===== src/rtl/multicycle_fetch_exc_sequencer_pkg.sv =====
// rtl/multicycle_fetch_exc_sequencer_pkg.sv - shared encodings for the fetch/dispatch/exception sequencer
package mcpu_ctrl_pkg;

   // Primary opcodes (IR[31:26])
   localparam logic [5:0] OP_RTYPE = 6'h00;
   localparam logic [5:0] OP_J     = 6'h02;
   localparam logic [5:0] OP_JAL   = 6'h03;
   localparam logic [5:0] OP_BEQ   = 6'h04;
   localparam logic [5:0] OP_BNE   = 6'h05;
   localparam logic [5:0] OP_BLE   = 6'h06;
   localparam logic [5:0] OP_BGT   = 6'h07;
   localparam logic [5:0] OP_ADDI  = 6'h08;
   localparam logic [5:0] OP_ADDIU = 6'h09;
   localparam logic [5:0] OP_SLTI  = 6'h0a;
   localparam logic [5:0] OP_LUI   = 6'h0f;
   localparam logic [5:0] OP_LB    = 6'h20;
   localparam logic [5:0] OP_LH    = 6'h21;
   localparam logic [5:0] OP_LW    = 6'h23;
   localparam logic [5:0] OP_SB    = 6'h28;
   localparam logic [5:0] OP_SH    = 6'h29;
   localparam logic [5:0] OP_SW    = 6'h2b;

   // R-type function codes (IR[5:0])
   localparam logic [5:0] FN_SLL  = 6'h00;
   localparam logic [5:0] FN_SRL  = 6'h02;
   localparam logic [5:0] FN_SRA  = 6'h03;
   localparam logic [5:0] FN_SLLV = 6'h04;
   localparam logic [5:0] FN_SRAV = 6'h07;
   localparam logic [5:0] FN_JR   = 6'h08;
   localparam logic [5:0] FN_MFHI = 6'h10;
   localparam logic [5:0] FN_MFLO = 6'h12;
   localparam logic [5:0] FN_RTE  = 6'h13;
   localparam logic [5:0] FN_MULT = 6'h18;
   localparam logic [5:0] FN_DIV  = 6'h1a;
   localparam logic [5:0] FN_ADD  = 6'h20;
   localparam logic [5:0] FN_SUB  = 6'h22;
   localparam logic [5:0] FN_AND  = 6'h24;
   localparam logic [5:0] FN_OR   = 6'h25;
   localparam logic [5:0] FN_SLT  = 6'h2a;

   localparam logic [3:0] ALU_NO_OP = 4'd0;
   localparam logic [3:0] ALU_ADD   = 4'd1;
   localparam logic [3:0] ALU_SUB   = 4'd2;
   localparam logic [3:0] ALU_AND   = 4'd3;
   localparam logic [3:0] ALU_OR    = 4'd4;
   localparam logic [3:0] ALU_XOR   = 4'd5;
   localparam logic [3:0] ALU_NOT   = 4'd6;
   localparam logic [3:0] ALU_SLT   = 4'd7;
   localparam logic [3:0] ALU_LUI   = 4'd8;

   localparam logic [3:0] ST_RESET    = 4'd0;
   localparam logic [3:0] ST_FETCH    = 4'd1;
   localparam logic [3:0] ST_MEM_WAIT = 4'd2;
   localparam logic [3:0] ST_DECODE   = 4'd3;
   localparam logic [3:0] ST_DISPATCH = 4'd4;
   localparam logic [3:0] ST_EXEC     = 4'd5;
   localparam logic [3:0] ST_EXC_EPC  = 4'd6;
   localparam logic [3:0] ST_EXC_READ = 4'd7;
   localparam logic [3:0] ST_EXC_LOAD = 4'd8;
   localparam logic [3:0] ST_EXC_JUMP = 4'd9;

   typedef enum logic [2:0] {
      CLS_R_ALU     = 3'd0,
      CLS_R_SHIFT   = 3'd1,
      CLS_MULDIV    = 3'd2,
      CLS_I_ALU     = 3'd3,
      CLS_LOAD      = 3'd4,
      CLS_STORE     = 3'd5,
      CLS_BRANCH    = 3'd6,
      CLS_JUMP_LINK = 3'd7
   } exec_class_e;

   localparam logic [1:0] EXC_INVALID  = 2'd0;
   localparam logic [1:0] EXC_OVERFLOW = 2'd1;
   localparam logic [1:0] EXC_DIV_ZERO = 2'd2;

   localparam logic READ  = 1'b0;
   localparam logic WRITE = 1'b1;

   localparam logic [1:0] MEM_SEL_PC  = 2'b00;
   localparam logic [1:0] MEM_SEL_VEC = 2'b01;
   localparam logic [2:0] PC_SEL_ALU    = 3'b000;
   localparam logic [2:0] PC_SEL_ALUOUT = 3'b001;
   localparam logic [2:0] PC_SEL_JUMP   = 3'b010;
   localparam logic [2:0] PC_SEL_EPC    = 3'b011;
   localparam logic [2:0] PC_SEL_LSU    = 3'b100;
   localparam logic [1:0] SRCA_PC   = 2'b00;
   localparam logic [1:0] SRCB_FOUR = 2'b01;
   localparam logic [1:0] LS_BYTE_ZX = 2'b01;

endpackage


===== src/rtl/multicycle_fetch_exc_sequencer_if.sv =====
// rtl/multicycle_fetch_exc_sequencer_if.sv - dispatch/completion handshake to the execute sequencers
interface multicycle_fetch_exc_sequencer_if #(
   parameter int unsigned N_EXC = 3
);
   logic             exec_start;
   logic [2:0]       exec_class;
   logic             exec_done;
   logic [N_EXC-2:0] exc_req;

   modport master (output exec_start, exec_class, input exec_done, exc_req);
   modport slave  (input exec_start, exec_class, output exec_done, exc_req);
endinterface


===== src/rtl/multicycle_fetch_exc_sequencer_opcode_classifier.sv =====
// rtl/multicycle_fetch_exc_sequencer_opcode_classifier.sv - maps opcode/funct to an execute class
module opcode_classifier
   import mcpu_ctrl_pkg::*;
(
   input  logic [5:0]  opcode_i,
   input  logic [5:0]  funct_i,
   output exec_class_e class_o,
   output logic        is_j_o,
   output logic        is_rte_o,
   output logic        invalid_o
);

   always_comb begin
      class_o   = CLS_R_ALU;
      is_j_o    = 1'b0;
      is_rte_o  = 1'b0;
      invalid_o = 1'b0;
      case (opcode_i)
         OP_RTYPE: begin
            case (funct_i)
               FN_ADD, FN_SUB, FN_AND, FN_OR, FN_SLT:        class_o = CLS_R_ALU;
               FN_SLL, FN_SRL, FN_SRA, FN_SLLV, FN_SRAV:     class_o = CLS_R_SHIFT;
               FN_MULT, FN_DIV, FN_MFHI, FN_MFLO:            class_o = CLS_MULDIV;
               FN_JR:                                        class_o = CLS_JUMP_LINK;
               FN_RTE:                                       is_rte_o = 1'b1;
               default:                                      invalid_o = 1'b1;
            endcase
         end
         OP_J:                               is_j_o  = 1'b1;
         OP_JAL:                             class_o = CLS_JUMP_LINK;
         OP_BEQ, OP_BNE, OP_BLE, OP_BGT:     class_o = CLS_BRANCH;
         OP_ADDI, OP_ADDIU, OP_SLTI, OP_LUI: class_o = CLS_I_ALU;
         OP_LB, OP_LH, OP_LW:                class_o = CLS_LOAD;
         OP_SB, OP_SH, OP_SW:                class_o = CLS_STORE;
         default:                            invalid_o = 1'b1;
      endcase
   end

endmodule


===== src/rtl/multicycle_fetch_exc_sequencer.sv =====
// rtl/multicycle_fetch_exc_sequencer.sv - fetch/decode/dispatch control with precise exception entry
module multicycle_fetch_exc_sequencer
   import mcpu_ctrl_pkg::*;
#(
   parameter int unsigned MEM_LAT      = 1,
   parameter int unsigned CNT_W        = 3,
   parameter int unsigned N_EXC        = 3,
   parameter int unsigned EXC_VEC_BASE = 253
) (
   input  logic       clk,
   input  logic       reset_in,
   input  logic [5:0] opcode,
   input  logic [5:0] funct,
   multicycle_fetch_exc_sequencer_if.master exec_bus,
   output logic       reset_out,
   output logic       PC_w,
   output logic       IR_w,
   output logic       MEM_w,
   output logic       EPC_w,
   output logic       ALUOut_w,
   output logic       MEM_DATA_REG_w,
   output logic [1:0] Mux_MEM,
   output logic [1:0] Mux_EXC,
   output logic [2:0] Mux_PC,
   output logic [1:0] Mux_ALUSrcA,
   output logic [1:0] Mux_ALUSrcB,
   output logic [3:0] ALUOp,
   output logic [1:0] LS_control,
   output logic [3:0] state_dbg
);

   if (MEM_LAT < 1 || MEM_LAT > (2 ** CNT_W) - 1) begin : g_bad_mem_lat
      $error("MEM_LAT does not fit the wait-state counter");
   end
   if (N_EXC < 2 || N_EXC > 4 || EXC_VEC_BASE + N_EXC - 1 > 255) begin : g_bad_vectors
      $error("exception vectors do not fit Mux_EXC or the byte address space");
   end

   localparam logic [CNT_W-1:0] LAST_WAIT = CNT_W'(MEM_LAT - 1);

   logic [3:0]       state_q, state_d;
   logic [CNT_W-1:0] cnt_q, cnt_d;
   logic [1:0]       exc_idx_q, exc_idx_d;
   exec_class_e      class_q, class_d;

   exec_class_e dec_class;
   logic        dec_is_j, dec_is_rte, dec_invalid;
   logic        wait_done;
   logic        exc_any;
   logic [1:0]  exc_pick;

   opcode_classifier u_classifier (
      .opcode_i  (opcode),
      .funct_i   (funct),
      .class_o   (dec_class),
      .is_j_o    (dec_is_j),
      .is_rte_o  (dec_is_rte),
      .invalid_o (dec_invalid)
   );

   assign wait_done = (cnt_q == LAST_WAIT);

   // exc_req bit k carries exception index k+1; scan downwards so the lowest set bit wins
   always_comb begin
      exc_any  = |exec_bus.exc_req;
      exc_pick = EXC_OVERFLOW;
      for (int i = int'(N_EXC) - 2; i >= 0; i--) begin
         if (exec_bus.exc_req[i]) exc_pick = 2'(i + 1);
      end
   end

   always_comb begin
      state_d   = state_q;
      exc_idx_d = exc_idx_q;
      class_d   = class_q;
      case (state_q)
         ST_RESET:    state_d = ST_FETCH;
         ST_FETCH:    state_d = ST_MEM_WAIT;
         ST_MEM_WAIT: if (wait_done) state_d = ST_DECODE;
         ST_DECODE:   state_d = ST_DISPATCH;
         ST_DISPATCH: begin
            if (dec_is_j || dec_is_rte) begin
               state_d = ST_FETCH;
            end else if (dec_invalid) begin
               state_d   = ST_EXC_EPC;
               exc_idx_d = EXC_INVALID;
            end else begin
               state_d = ST_EXEC;
               class_d = dec_class;
            end
         end
         ST_EXEC: begin
            if (exc_any) begin
               state_d   = ST_EXC_EPC;
               exc_idx_d = exc_pick;
            end else if (exec_bus.exec_done) begin
               state_d = ST_FETCH;
            end
         end
         ST_EXC_EPC:  state_d = ST_EXC_READ;
         ST_EXC_READ: if (wait_done) state_d = ST_EXC_LOAD;
         ST_EXC_LOAD: state_d = ST_EXC_JUMP;
         ST_EXC_JUMP: state_d = ST_FETCH;
         default:     state_d = ST_RESET;
      endcase
      if (state_d != state_q) cnt_d = '0;
      else if (wait_done)     cnt_d = cnt_q;
      else                    cnt_d = cnt_q + CNT_W'(1);
   end

   always_ff @(posedge clk) begin
      if (reset_in) begin
         state_q   <= ST_RESET;
         cnt_q     <= '0;
         exc_idx_q <= '0;
         class_q   <= CLS_R_ALU;
      end else begin
         state_q   <= state_d;
         cnt_q     <= cnt_d;
         exc_idx_q <= exc_idx_d;
         class_q   <= class_d;
      end
   end

   // reset_in overrides combinationally so an abort never lets a write enable through
   always_comb begin
      reset_out           = reset_in;
      PC_w                = 1'b0;
      IR_w                = 1'b0;
      MEM_w               = READ;
      EPC_w               = 1'b0;
      ALUOut_w            = 1'b0;
      MEM_DATA_REG_w      = 1'b0;
      Mux_MEM             = MEM_SEL_PC;
      Mux_EXC             = '0;
      Mux_PC              = PC_SEL_ALU;
      Mux_ALUSrcA         = SRCA_PC;
      Mux_ALUSrcB         = '0;
      ALUOp               = ALU_NO_OP;
      LS_control          = '0;
      exec_bus.exec_start = 1'b0;
      exec_bus.exec_class = '0;
      if (!reset_in) begin
         case (state_q)
            ST_FETCH: begin
               Mux_ALUSrcB = SRCB_FOUR;
               ALUOp       = ALU_ADD;
               ALUOut_w    = 1'b1;
            end
            ST_DECODE: begin
               IR_w   = 1'b1;
               PC_w   = 1'b1;
               Mux_PC = PC_SEL_ALUOUT;
            end
            ST_DISPATCH: begin
               if (dec_is_j) begin
                  PC_w   = 1'b1;
                  Mux_PC = PC_SEL_JUMP;
               end else if (dec_is_rte) begin
                  PC_w   = 1'b1;
                  Mux_PC = PC_SEL_EPC;
               end else if (!dec_invalid) begin
                  exec_bus.exec_start = 1'b1;
                  exec_bus.exec_class = dec_class;
               end
            end
            ST_EXEC: exec_bus.exec_class = class_q;
            ST_EXC_EPC: begin
               Mux_ALUSrcB = SRCB_FOUR;
               ALUOp       = ALU_SUB;
               EPC_w       = 1'b1;
               Mux_EXC     = exc_idx_q;
            end
            ST_EXC_READ: begin
               Mux_MEM = MEM_SEL_VEC;
               Mux_EXC = exc_idx_q;
            end
            ST_EXC_LOAD: begin
               MEM_DATA_REG_w = 1'b1;
               Mux_EXC        = exc_idx_q;
            end
            ST_EXC_JUMP: begin
               LS_control = LS_BYTE_ZX;
               Mux_PC     = PC_SEL_LSU;
               PC_w       = 1'b1;
               Mux_EXC    = exc_idx_q;
            end
            default: ;
         endcase
      end
   end

   assign state_dbg = state_q;

endmodule


===== src/flat_wrapper.sv =====
// flat-port wrapper written by rule: the top's interface ports become plain ports
module multicycle_fetch_exc_sequencer_flat import mcpu_ctrl_pkg::*;
#(
   parameter int unsigned MEM_LAT      = 1,
   parameter int unsigned CNT_W        = 3,
   parameter int unsigned N_EXC        = 3,
   parameter int unsigned EXC_VEC_BASE = 253
)
  (clk, reset_in, opcode, funct, reset_out, PC_w, IR_w, MEM_w, EPC_w, ALUOut_w, MEM_DATA_REG_w, Mux_MEM, Mux_EXC, Mux_PC, Mux_ALUSrcA, Mux_ALUSrcB, ALUOp, LS_control, state_dbg, exec_bus_exec_start, exec_bus_exec_class, exec_bus_exec_done, exec_bus_exc_req);
  multicycle_fetch_exc_sequencer_if #(.N_EXC(N_EXC)) exec_bus_i ();
  input  logic clk;
  input  logic reset_in;
  input  logic [5:0] opcode;
  input  logic [5:0] funct;
  output logic reset_out;
  output logic PC_w;
  output logic IR_w;
  output logic MEM_w;
  output logic EPC_w;
  output logic ALUOut_w;
  output logic MEM_DATA_REG_w;
  output logic [1:0] Mux_MEM;
  output logic [1:0] Mux_EXC;
  output logic [2:0] Mux_PC;
  output logic [1:0] Mux_ALUSrcA;
  output logic [1:0] Mux_ALUSrcB;
  output logic [3:0] ALUOp;
  output logic [1:0] LS_control;
  output logic [3:0] state_dbg;
  output wire logic [$bits(exec_bus_i.exec_start)-1:0] exec_bus_exec_start;
  output wire logic [$bits(exec_bus_i.exec_class)-1:0] exec_bus_exec_class;
  input wire logic [$bits(exec_bus_i.exec_done)-1:0] exec_bus_exec_done;
  input wire logic [$bits(exec_bus_i.exc_req)-1:0] exec_bus_exc_req;
  assign exec_bus_exec_start = exec_bus_i.exec_start;
  assign exec_bus_exec_class = exec_bus_i.exec_class;
  assign exec_bus_i.exec_done = exec_bus_exec_done;
  assign exec_bus_i.exc_req = exec_bus_exc_req;
  multicycle_fetch_exc_sequencer #(.MEM_LAT(MEM_LAT), .CNT_W(CNT_W), .N_EXC(N_EXC), .EXC_VEC_BASE(EXC_VEC_BASE)) u_core (.clk(clk), .reset_in(reset_in), .opcode(opcode), .funct(funct), .exec_bus(exec_bus_i), .reset_out(reset_out), .PC_w(PC_w), .IR_w(IR_w), .MEM_w(MEM_w), .EPC_w(EPC_w), .ALUOut_w(ALUOut_w), .MEM_DATA_REG_w(MEM_DATA_REG_w), .Mux_MEM(Mux_MEM), .Mux_EXC(Mux_EXC), .Mux_PC(Mux_PC), .Mux_ALUSrcA(Mux_ALUSrcA), .Mux_ALUSrcB(Mux_ALUSrcB), .ALUOp(ALUOp), .LS_control(LS_control), .state_dbg(state_dbg));
endmodule

===== config.mk =====
export PLATFORM = sky130hd
export DESIGN_NAME = multicycle_fetch_exc_sequencer_flat
export DESIGN_NICKNAME = d
export VERILOG_FILES = /design/src/rtl/multicycle_fetch_exc_sequencer_pkg.sv /design/src/rtl/multicycle_fetch_exc_sequencer_if.sv /design/src/rtl/multicycle_fetch_exc_sequencer_opcode_classifier.sv /design/src/rtl/multicycle_fetch_exc_sequencer.sv /design/src/flat_wrapper.sv
export SDC_FILE = /design/constraint.sdc
export NUM_CORES = 1
export LEC_CHECK = 0
export ABC_AREA = 1
export CORE_ASPECT_RATIO = 0.6
export CORE_UTILIZATION = 40
export CTS_CLUSTER_DIAMETER = 30
export DETAILED_ROUTE_END_ITERATION = 12
export GPL_TIMING_DRIVEN = 0
export PLACE_DENSITY = 0.77
export SLEW_MARGIN = 15
export SYNTH_ARGS = -nofsm -noshare
export SYNTH_HDL_FRONTEND = slang
export SYNTH_HIERARCHICAL = 1
export SYNTH_SLANG_ARGS = --single-unit

===== constraint.sdc =====
create_clock -name clk -period 1.6 [get_ports clk]
set_clock_uncertainty 0.05 [all_clocks]
set_input_delay 0.32 -clock clk [delete_from_list [all_inputs] [get_ports clk]]
set_output_delay 0.32 -clock clk [all_outputs]
set_load 0.03 [all_outputs]

==> summary.txt <==
Yosys
  – Syn Area/Cell: 5.61 um2
  – Ys async rst share: 0
  – Number of enable flip-flop cells after synthesis: 0
  – Main synth FF type: dfxtp_1
  – Register area share after synthesis: 0.179
  – Syn. warnings: 6
  – Netlist cell types: 27
  – Leading post-synthesis cells by cell area: dfxtp_1 18%, nand2_1 16%, nor2_1 12%
  – Number of synthesized register bits: 12
  – Most frequent cell after synthesis: nand2_1
  – Yosys top cell by area: dfxtp_1
  – Yosys top cell area share: 0.179
  – Post-synth top cells: 56 x nand2_1, 43 x nor2_1, 32 x inv_1
  – Cell area after synthesis: 0.00134 mm2
  – Post-Syn Instances: 239

Critical path
  – CP startpoint: funct[3]
  – Worst r2r src: u_core/state_dbg[0]
  – Setup crit start kind: primary input
  – Critical Path AT: around 1.7 ns
  – Worst path cell trace: buf_2, inv_1, nor2_2, nand3_2, nand2_2, inv_2, nand3_2, nand2_2, inv_2, nand2_4, inv_6, nand2_4, a21oi_4, buf_6
  – CP required: ~1.2 ns
  – Crit end category: primary output
  – R2r setup slk: -0.42 ns
  – CP Class: in2out
  – Cells on worst reg2reg path: 11
  – Number of buffers and inverters on the critical path: 6
  – Crit path max fanout: 4
  – Path length in cells of the critical path: 14
  – Slowest stage cell, crit path: a21oi_4
  – Largest stage delay on the critical path: about 0.17 ns
  – CP delay by family, top: simple AND/OR/NAND/NOR gates

GRT
  – Largest net degree at the start of global routing: 11
  – Vias in the first global route: approximately 1700
  – Overflow after GRT: 0
  – Initial antenna violation count: 0
  – First-pass GRT wire length: roughly 7.8 mm
  – Tot GR Track Use: 0.281

Floorplanning
  – I/O pin cnt: 49
  – Std-Cell Rows: 15
  – Die Area: around 0.0036 mm2
  – Die span in x: approximately 77 um
  – Die Height: 46.8 um
  – Starting Density: 0.443
  – Core ar.: roughly 0.0030 mm2

Finish
  – Final core occ: 0.896
  – Share of layout cells above drive strength 1: 0.601
  – Nets: ~350
  – Synth-to-Final Area Change: 102%
  – N_diodes: 0

Clocking
  – Cts bufs inserted: 3
  – # hold bufs at CTS: 0
  – CTS tree: yes
  – Clk buf depth: 2
  – Root Buffer: clkbuf_8
  – CTS sink count: 12
  – Reg clk slew, reported paths: about 0.05 ns
  – CTS H-tree depth: 1
  – Worst-Skew Late Latency: between 0.2 and 0.3 ns

Detailed routing
  – Routed Antenna Nets: 0
  – Drt via density: roughly 5.8
  – Initial detailed-routing violation count: 436
  – Routed WL: 7.07 mm
  – # DRC: 0
  – Total number of vias: 2167
  – Wire per inst: roughly 19 um
  – 1st-pass router iterations: 5

Placement
  – Dpl hpwl: a little under 3 mm
  – Worst slack, placed: -1.41 ns
  – # port buffers: 40
  – GPL Wtd Cong: slightly below 0.9

STA
  – RSZ-0062 raised after global routing: true
  – Fin crit share: 1.30
  – Max Clk Rate: 480 MHz
  – Pins Over Slew Limit: 0
  – Setup Viol. Count Final: 29
  – Min Tclk post-route: around 2.1 ns
  – Final Hold Fails: 0
  – Setup ws final: -0.482 ns

Run status
  – Status: complete, but fails checks
  – Failing checks: setup timing

Pwr
  – Max rail drop VDD: slightly below 600 uV
  – P per Cell Area: ~890 mW/mm2
  – LEAKAGE: roughly 1.3 nW

Run
  – Maxcap violations: 0

Min path
  – WHS Path Cells: 2
  – Min-delay src: u_core/class_q[2]
  – HP Class: reg2reg
cell usage in the layout, fill, tap and decap left out, types with 4 or more instances in the layout:
cell and instances:
a21oi_1 9, a21oi_4 4, buf_2 4, buf_4 47, buf_6 28, clkbuf_8 4
conb_1 8, dfxtp_1 8, dfxtp_4 4, dlygate4sd2_1 4, inv_1 16, inv_2 11
inv_4 7, nand2_1 39, nand2_2 12, nand2_4 11, nand3_1 9, nand3_2 6
nor2_1 20, nor2_2 12, nor2_4 26, o21ai_0 4
what timing repair did:
action,in CTS,in global routing
resized for setup,244,80
pin swaps,37,44
setup endpoints to repair,35,27
cloned,0,0
endpoints found under the hold margin,0,0
setup buffers,29,12
final cells by class:
class,count,area [um2]
flip-flops and latches,12,255
fillers,138,313
clock buffers,4,45.0
multi-input cells,184,1330
inverters,37,171
well taps,42,52.6
repair buffers,81,748
plain buffers,13,105
tightest hold or removal path: stages (launching register included):
cell and delay [ns]:
dfxtp_1 0.31, nand2_1 0.06, a21oi_1 0.06
where the power goes:
part,switching (mW),internal (mW),leakage (nW),total [mW]
sequential,0.0787,0.342,0.100,0.421
combinational,1.05,0.645,1.20,1.70
clock,0.126,0.176,0.0228,0.302
total,1.26,1.16,1.33,2.42
worst paths after layout:
| path | to |
|---|---|
| hold / removal | u_core/class_q[2] |
| hold reg to reg | u_core/class_q[2] |
| setup reg to reg | u_core/cnt_q[1] |
| setup / recovery | exec_bus_exec_class[1] |
routing by layer:
metal / vias up / GRT usage / part of all wire
met2: 236 / 0.473 / 0.43
met1: 950 / 0.346 / 0.37
met5: - / 0 / 0
met3: 66 / 0.0893 / 0.13
li1: 915 / - / -
met4: 0 / 0.112 / 0.072
per-stage QoR:
step | TNS (ns) | hold WS, ns | power, mW | instances | cell area [um2]
2_1_floorplan | -0.448 | 0.388 | 1.06 | 246 | 1490
5_1_grt | -7.07 | 0.441 | 2.50 | 373 | 2710
3_5_place_dp | -28.93 | 0.407 | 1.32 | 328 | 1950
3_3_place_gp | -28.35 | 0.406 | 1.32 | 328 | 1950
4_1_cts | -3.03 | 0.413 | 1.84 | 361 | 2330
6_report | -6.30 | 0.425 | 2.42 | 373 | 2710
sequential cells by signal, summed over array words and instances, names as in the netlist:
signal            count
u_core/state_dbg      4
u_core/class_q        3
u_core/cnt_q          3
u_core/exc_idx_q      2
cells by family after synthesis:
logic type      after synthesis  synth area share
xor+xnor                      2            0.0131
simple gates                143             0.499
buf+inv                      50             0.171
flops                        12             0.179
other cells                   1           0.00280
compound gates               29             0.117
fa+ha+maj                     2            0.0187
No activity file was read; power rests on OpenSTA's default activity.
